==> config.mk <==
export PLATFORM = sky130hd
export DESIGN_NAME = spi_master
export DESIGN_NICKNAME = d
export VERILOG_FILES = /design/src/rtl/spi_pkg.sv /design/src/rtl/spi_clk_div.sv /design/src/rtl/spi_master.sv
export SDC_FILE = /design/constraint.sdc
export NUM_CORES = 1
export LEC_CHECK = 0
export ABC_CLOCK_PERIOD_IN_PS = 2350
export CAP_MARGIN = 20
export CORE_ASPECT_RATIO = 0.75
export CORE_UTILIZATION = 30
export CTS_CLUSTER_SIZE = 16
export DETAILED_ROUTE_END_ITERATION = 7
export GPL_TIMING_DRIVEN = 0
export SLEW_MARGIN = 20
export SYNTH_ARGS = -nofsm -noshare
export SYNTH_HDL_FRONTEND = slang
export SYNTH_HIERARCHICAL = 1
export SYNTH_SLANG_ARGS = --single-unit
==> constraint.sdc <==
create_clock -name clk -period 2.35 [get_ports clk]
set_input_delay 0.3525 -clock clk [delete_from_list [all_inputs] [get_ports clk]]
set_output_delay 0.3525 -clock clk [all_outputs]
set_load 0.005 [all_outputs]
==> src/rtl/spi_pkg.sv <==
// Definitions shared by the SPI master and slave: FSM state encoding and the
// CPOL/CPHA mode constants.
package spi_pkg;

  typedef enum logic [1:0] {
    ST_IDLE  = 2'd0,
    ST_LEAD  = 2'd1,
    ST_XFER  = 2'd2,
    ST_TRAIL = 2'd3
  } spi_state_t;

  localparam int CPOL_IDLE_LOW     = 0;
  localparam int CPOL_IDLE_HIGH    = 1;
  localparam int CPHA_SAMPLE_LEAD  = 0;
  localparam int CPHA_SAMPLE_TRAIL = 1;

  localparam int DIV_W     = 8;
  localparam int SPI_EDGES = 16;

  // True when an spi_clk edge of the given kind is a sampling edge in this mode.
  function automatic logic is_sample_edge(input int cpha, input logic lead);
    return (cpha == CPHA_SAMPLE_LEAD) ? lead : !lead;
  endfunction

endpackage

==> src/rtl/spi_clk_div.sv <==
// Half-period timer for spi_master: one-cycle tick every CLK_DIV clk cycles,
// held at zero while clr is high.
module spi_clk_div
  import spi_pkg::*;
#(
  parameter int CLK_DIV = 4
) (
  input  logic clk,
  input  logic reset,
  input  logic clr,
  output logic tick
);

  logic [DIV_W-1:0] cnt;

  assign tick = !clr && (cnt == DIV_W'(CLK_DIV - 1));

  always_ff @(posedge clk or posedge reset) begin
    if (reset) begin
      cnt <= '0;
    end else if (clr || tick) begin
      cnt <= '0;
    end else begin
      cnt <= cnt + DIV_W'(1);
    end
  end

endmodule

==> src/rtl/spi_master.sv <==
// Single-byte SPI master with configurable mode, bit order and clock divider.
// Define SPI_MASTER_MISO_EN to build the receive path; otherwise rx_data is 0.
module spi_master
  import spi_pkg::*;
#(
  parameter int CPOL     = CPOL_IDLE_LOW,
  parameter int CPHA     = CPHA_SAMPLE_LEAD,
  parameter int LSBFIRST = 1,
  parameter int CLK_DIV  = 4
) (
  input  logic       clk,
  input  logic       reset,
  input  logic       start,
  input  logic [7:0] tx_data,
  input  logic       hold_cs,
  output logic       busy,
  output logic       done,
  output logic [7:0] rx_data,
  output logic       spi_clk,
  output logic       spi_mosi,
  output logic       spi_cs,
  input  logic       spi_miso
);

  localparam logic CPOL_B = 1'(CPOL);

  spi_state_t state;
  logic       tick;
  logic [4:0] edge_cnt;
  logic [7:0] tx_sr;
  logic       hold_q;
  logic       lead_edge;

  // LSBFIRST=1 moves data through bit 7 first, LSBFIRST=0 through bit 0.
  function automatic logic out_bit(input logic [7:0] sr);
    return (LSBFIRST != 0) ? sr[7] : sr[0];
  endfunction

  function automatic logic [7:0] shift_out(input logic [7:0] sr);
    return (LSBFIRST != 0) ? {sr[6:0], 1'b0} : {1'b0, sr[7:1]};
  endfunction

  function automatic logic [7:0] shift_in(input logic [7:0] sr, input logic b);
    return (LSBFIRST != 0) ? {sr[6:0], b} : {b, sr[7:1]};
  endfunction

  spi_clk_div #(.CLK_DIV(CLK_DIV)) u_div (
    .clk  (clk),
    .reset(reset),
    .clr  (state == ST_IDLE),
    .tick (tick)
  );

  // Even edge indices are leading edges (away from the idle level).
  assign lead_edge = ~edge_cnt[0];

  always_ff @(posedge clk or posedge reset) begin
    if (reset) begin
      state    <= ST_IDLE;
      busy     <= 1'b0;
      done     <= 1'b0;
      spi_cs   <= 1'b1;
      spi_clk  <= CPOL_B;
      spi_mosi <= 1'b0;
      edge_cnt <= '0;
      tx_sr    <= '0;
      hold_q   <= 1'b0;
    end else begin
      done <= 1'b0;
      case (state)
        ST_IDLE: begin
          spi_clk <= CPOL_B;
          // The done cycle is still IDLE but must not accept a new byte.
          if (start && !done) begin
            state  <= ST_LEAD;
            busy   <= 1'b1;
            spi_cs <= 1'b0;
            hold_q <= hold_cs;
            if (CPHA == CPHA_SAMPLE_LEAD) begin
              spi_mosi <= out_bit(tx_data);
              tx_sr    <= shift_out(tx_data);
            end else begin
              tx_sr <= tx_data;
            end
          end
        end
        ST_LEAD: begin
          if (tick) state <= ST_XFER;
        end
        ST_XFER: begin
          if (tick) begin
            spi_clk <= ~spi_clk;
            // The final edge never shifts so mosi holds through TRAIL.
            if (!is_sample_edge(CPHA, lead_edge) && edge_cnt != 5'(SPI_EDGES - 1)) begin
              spi_mosi <= out_bit(tx_sr);
              tx_sr    <= shift_out(tx_sr);
            end
            if (edge_cnt == 5'(SPI_EDGES - 1)) begin
              edge_cnt <= '0;
              state    <= ST_TRAIL;
            end else begin
              edge_cnt <= edge_cnt + 5'd1;
            end
          end
        end
        ST_TRAIL: begin
          if (tick) begin
            state  <= ST_IDLE;
            busy   <= 1'b0;
            done   <= 1'b1;
            spi_cs <= ~hold_q;
          end
        end
        default: state <= ST_IDLE;
      endcase
    end
  end

`ifdef SPI_MASTER_MISO_EN
  logic       miso_q;
  logic [7:0] rx_sr;

  always_ff @(posedge clk or posedge reset) begin
    if (reset) begin
      miso_q  <= 1'b0;
      rx_sr   <= '0;
      rx_data <= '0;
    end else begin
      miso_q <= spi_miso;
      if (state == ST_XFER && tick && is_sample_edge(CPHA, lead_edge)) begin
        rx_sr <= shift_in(rx_sr, miso_q);
      end
      if (state == ST_TRAIL && tick) begin
        rx_data <= rx_sr;
      end
    end
  end
`else
  logic unused_miso;
  assign unused_miso = spi_miso;
  assign rx_data     = '0;
`endif

endmodule

; Word-level counts from Yosys, hierarchy flattened
; Cells that the tools add are included.
[word_totals]
ff_bits = 29
latch_bits = 0
ram_bits = 0
rom_bits = 0
in_bits = 13
output_inout_bits = 13
word_cells = 67
n_memories = 0
[classes]
addsub = 2
multipliers = 0
div_mod_pow = 0
order_cmp = 0
eq_ne = 12
shift = 0
n_mux = 26
bitwise_logic = 2
reduce_logical = 15
[ops]
columns = operator, count
row1 = two-way mux 8 bit, 4
row2 = one-hot mux 8 bit (2 select lines), 1
row3 = two-way mux 1 bit, 10
row4 = two-way mux 2 bit, 5
row5 = "adder 8 x 1 -> 8 bit, second input constant", 1
row6 = "== test 8 x 2 -> 1 bit, second input constant", 1
row7 = one-hot mux 1 bit (2 select lines), 4
row8 = one-hot mux 2 bit (4 select lines), 1
row9 = "inequality test 2 x 1 -> 1 bit, second input constant", 3
row10 = "inequality test 2 bit, second input constant", 3
row11 = AND reduction 2 bit, 3
row12 = "adder 5 x 1 -> 5 bit, second input constant", 1
row13 = "== test 5 x 4 -> 1 bit, second input constant", 1
row14 = two-way mux 5 bit, 1
row15 = "inequality test 5 x 4 -> 1 bit, second input constant", 1
row16 = AND reduction 5 bit, 1
row17 = "== test 2 bit, second input constant", 2
row18 = AND reduction 4 bit, 1
row19 = nonzero test 2 bit, 2
row20 = logical AND 1 bit, 3
row21 = AND reduction 3 bit, 1
row22 = "== test 2 x 1 -> 1 bit, second input constant", 1
row23 = logical NOT 1 bit, 2
row24 = logical NOT 2 bit, 1
row25 = other kinds (2), 3

; Depth between registers and ports, before layout
; Gate-level depths: netlist of run 1.
[depth]
depth_word = 5
depth_mapped = 7
depth_no_buf = 7

; Cells and area by module
; The synthesis of run 1 kept the hierarchy.
[modules_own_cells]
columns = mod, n_inst, cells_per_inst, area_each_um2, seq_area_each_um2
row1 = spi_master, 1, 96, 1098.6, 501.7
row2 = spi_clk_div, 1, 40, 385.4, 200.2

; Least setup slack after synthesis of run 1
; OpenSTA, ideal clock, no wires.
[synth_timing]
kind = register -> register
startpoint = reg u_div.cnt[2]
endpoint = reg state[1]
setup_ns = 0.127
arrival_ns = 1.943
required_time_ns = 2.223
slack_ns = 0.280
path_stages_with_launch = 8
n_path_buf = 0
synth_period_minus_slack_ns = 2.070
cell_sequence = dfrtp_1 nor4_1 nand3_1 nor2_1 and2b_1 a21oi_4 nand3_1 mux2_1
[synth_via]
elab_chain_len = 4
word_cells_on_any_way = 6
classes_between = eq/ne: 4 / reduce/logical: 2
[synth_rtl]
columns = element, line
row1 = "start, declared", spi_clk_div.sv:14  ; logic [DIV_W-1:0] cnt;
row2 = "start signal, assigned", spi_clk_div.sv:24  ; cnt <= cnt + DIV_W'(1);
row3 = == test 8 x 2 -> 1 bit *, spi_clk_div.sv:16  ; assign tick = !clr && (cnt == DIV_W'(CLK_DIV - 1));
row4 = logical AND 1 bit *, spi_clk_div.sv:16
row5 = via tick, spi_master.sv:28  ; logic tick;
row6 = inequality test 2 x 1 -> 1 bit (no line), -
row7 = AND reduction 5 bit (no line) *, -
row8 = "end signal, assigned", spi_master.sv:59  ; state <= ST_IDLE;
row9 = "end signal, assigned", spi_master.sv:75  ; state <= ST_LEAD;
row10 = "end signal, assigned", spi_master.sv:88  ; if (tick) state <= ST_XFER;
row11 = "end, declared", spi_master.sv:27  ; spi_state_t state;
; Mark *: on every way through the listed nets, which the timed path passes. The rest lies on a longest branch.
; A chain may end at the register's enable or synchronous reset.

; Final worst setup path of run 1
; Ends and elaborated chain as after synthesis.

==> results of run 1 <==
[metal layers]
layer	global-route usage [%]	share of wire, %
met5	0	0
met4	2.80	1.0
met3	3.30	4.7
met2	18.3	45
met1	15.3	49
[cells in the final DEF, fill, tap and decap left out, drive strengths merged, types with 2 or more instances in the layout]
cell type,n
dfrtp,27
conb,8
and2b,2
ha,6
a21oi,7
o21ai,8
xnor2,2
clkbuf,5
nand2,8
clkdlybuf4s50,16
nand3,10
buf,9
xor2,3
mux2,16
or3,4
inv,6
nand2b,2
nor2,9
[worst max-delay path, delay by kind of cell (launching register included)]
kind / cells / cell delay, ps
flops: 1 / 490
simple gates: 5 / 1060
compound gates: 1 / 170
mux: 1 / 330
[metrics by stage]
step           TNS, ps  power, mW  hold slack [ps]  worst slack [ps]  instances
2_1_floorplan        0      0.513              168               280        143
3_3_place_gp     -21.0      0.534              477             -21.0        216
3_5_place_dp      -433      0.535              480             -78.1        216
4_1_cts              0      0.800              368              41.7        220
5_1_grt              0      0.834              392              11.3        220
6_report             0      0.788              348               190        220
[cell type report]
| class | instances | area [µm²] |
|---|---|---|
| sequential | 28 | 702 |
| timing repair buffer | 16 | 160 |
| multi-input combinational | 99 | 739 |
| clock buffer | 4 | 45.0 |
| fill | 444 | 2790 |
| buffer | 10 | 68.8 |
| inverter | 6 | 22.5 |
| tap | 57 | 71.3 |
[logic make-up (layout without fill, tap and decap cells)]
logic type | Yosys count | count (layout) | synth area share (%)
simple gates | 40 | 40 | 14.0
other cells | 1 | 8 | 0.253
buf+inv | 16 | 36 | 6.15
compound gates | 23 | 23 | 11.5
flops | 28 | 28 | 47.3
mux | 17 | 17 | 12.8
xor+xnor | 5 | 5 | 2.95
fa+ha+maj | 6 | 6 | 5.06
[flip-flops by register name, summed over array words and instances, names as in the netlist]
| signal | flops |
|---|---|
| hold_q | 1 |
| done | 1 |
| spi_mosi | 1 |
| tx_sr | 7 |
| spi_cs | 1 |
| edge_cnt | 5 |
| spi_clk | 1 |
| u_div/cnt | 8 |
| busy | 1 |
| state | 2 |
[power breakdown]
group	switching [mW]	leakage, nW	internal [mW]
Sequential	0	0.358	0.481
Clock	0.142	0.0228	0.121
Combinational	0.0180	0.441	0.0251
[what timing repair did]
item | in CTS | in global routing
resized for setup | 1 | 3
gates cloned | 0 | 0
setup endpoints to repair | 8 | 11
hold buffers | 0 | 0
[worst max path at each step]
stage / from / endpoint / slack (ps)
finish: u_div/cnt[2]$_DFF_PP0_ / state[1]$_DFFE_PP0P_ / 190
global route: u_div/cnt[2]$_DFF_PP0_ / state[1]$_DFFE_PP0P_ / 10
CTS: u_div/cnt[2]$_DFF_PP0_ / state[1]$_DFFE_PP0P_ / 40
detailed placement: u_div/cnt[2]$_DFF_PP0_ / state[1]$_DFFE_PP0P_ / -80
global placement: u_div/cnt[2]$_DFF_PP0_ / state[1]$_DFFE_PP0P_ / -20
floorplan: u_div/cnt[2]$_DFF_PP0_ / state[1]$_DFFE_PP0P_ / 280
==> flow_summary.yaml, run 1 <==
synthesis:
  synth_enable_flop_cells: 0
  netlist_top_cells_count: "sky130_fd_sc_hd__dfrtp_1, sky130_fd_sc_hd__mux2_2, sky130_fd_sc_hd__nand3_1, sky130_fd_sc_hd__nor2_1"
  synth.yosys.warnings: 6
  area_leader_netlist: "sky130_fd_sc_hd__dfrtp_1"
  most_numerous_cell_in_the_yosys_netlist: "sky130_fd_sc_hd__dfrtp_1"
  ys.flop_type: "sky130_fd_sc_hd__dfrtp_1"
  synthArstFlopShare_pct: 100
  synth.lib_cells_used.distinct: 38
  synth_top_area_share_pct: 45.5
  synth_area_per_cell_um2: 10.9
  synth_top_cells_by_area: "sky130_fd_sc_hd__dfrtp_1, sky130_fd_sc_hd__mux2_2, sky130_fd_sc_hd__ha_1, sky130_fd_sc_hd__buf_4, sky130_fd_sc_hd__nand3_1"
  synth.ff_latch_count: 28
  post_synth_inst_count: 136
  sequential_fraction_of_the_synthesis_area_pct: 47.3
  post_synthesis_cell_area_um2: 1480
power_and_ir_drop:
  power-per-cell-area_nw_per_um2: 435
  peakVddDrop_mv: 0.250
  total_leakage_power_nw: 0.821
timing:
  slew_viol_final: 0
  final_hold_viol_count: 0
  post-route-period-util_pct: 91.9
  timing.final.crit_period_ps: 2160
  finalSetupViolCount: 0
  fmax_ghz: 0.463
  clock-skew-final_ps: 4.81
  worst_slew_pin_slew_ps: 773
  grt_setup_unrepaired: "no"
  maxSlewHeadroom_pct: 48.4
worst_setup_path:
  worst-endpoint-arrival_ps: 2320
  classification_of_the_worst_setup_path: "reg2reg"
  timing.critical_path.fanout_max: 8
  crit_required_ps: 2510
  max_stage_delay_ps: 490
  timing.rr.start: "u_div/cnt[2]$_DFF_PP0_"
  timing.reg2reg.setup_slack_ps: 190
  worst-r2r-cell-count: 7
  crit_path_cell_trace: "nor4_4, nand3_1, nor2_4, and2b_1, a21oi_4, nand3_1, mux2_1"
  startpoint_type: "flip-flop"
  worst_setup_path_end_kind: "flip-flop"
  reg2reg_to: "state[1]$_DFFE_PP0P_"
  timing.critical_path.mode_cell: "sky130_fd_sc_hd__nand3_1"
  crit_slowest_cell: "sky130_fd_sc_hd__dfrtp_1"
floorplanning:
  fp.coreArea_um2: 4600
  die_extent_in_x_um: 83.2
  num_io_pins: 26
  die-area_um2: 5230
  rows: 21
  die-height_um: 62.9
  floorplan.initialDensity_pct: 32.3
clocking:
  clkSlewWorstSetupHoldPaths_ps: 90
  cts_made_buffers: 3
  ctsLongestPathBuffers: 2
  worstSkewPairLatency_ps: 270
  post-cts-setup-buffers: 0
  clock-root-buffer: "sky130_fd_sc_hd__clkbuf_8"
  cts_tree: "yes"
  h-tree-depth: 1
  clkSinkCount: 28
routing:
  avgRoutedWirePerCell_um: 12.0
  detail-route-antenna-nets: 0
  drc_errors: 0
  wl_um: 2640
  first_pass_iters: 4
  post_drt_via_cell_ratio: 4.68
  route.vias.total: 1029
  initialDrtViolationCount: 67
global_routing:
  grt_pass1_wl_um: 4840
  grt_start_max_net_pins: 21
  number_of_global_route_vias_before_repair: 1096
  antenna_found_initial: 0
  grt_usage_pct: 11.5
  overflow: 0
cells_and_area:
  nNetsFinal: 183
  drive_gt1_share_pct: 22.1
  final_cell_area_um2: 1810
  post-route-util_pct: 39.3
  n_antenna_cell: 0
  layout-area-overhead-vs-synth_pct: 21.9
placement:
  detailed_place.area_um2: 1740
  place.detailed.hpwl_um: 2040
  place.port_buffers: 16
  gp_congestion: 0.758
flow_run:
  maximum_capacitance_violations: 0
run_status:
  run_status: "complete, no violations"
min_path:
  min_path_type: "in2async"
No activity file was read; power rests on OpenSTA's default activity.
==> run 2: changes to the inputs <==
--- a/config.mk
+++ b/config.mk
@@ -5,7 +5,6 @@
 export SDC_FILE = /design/constraint.sdc
 export NUM_CORES = 1
 export LEC_CHECK = 0
-export ABC_CLOCK_PERIOD_IN_PS = 2350
 export CAP_MARGIN = 20
 export CORE_ASPECT_RATIO = 0.75
 export CORE_UTILIZATION = 30
==> results of run 2 <==
The final DEF is identical to that of run 1; final timing and power are the same.
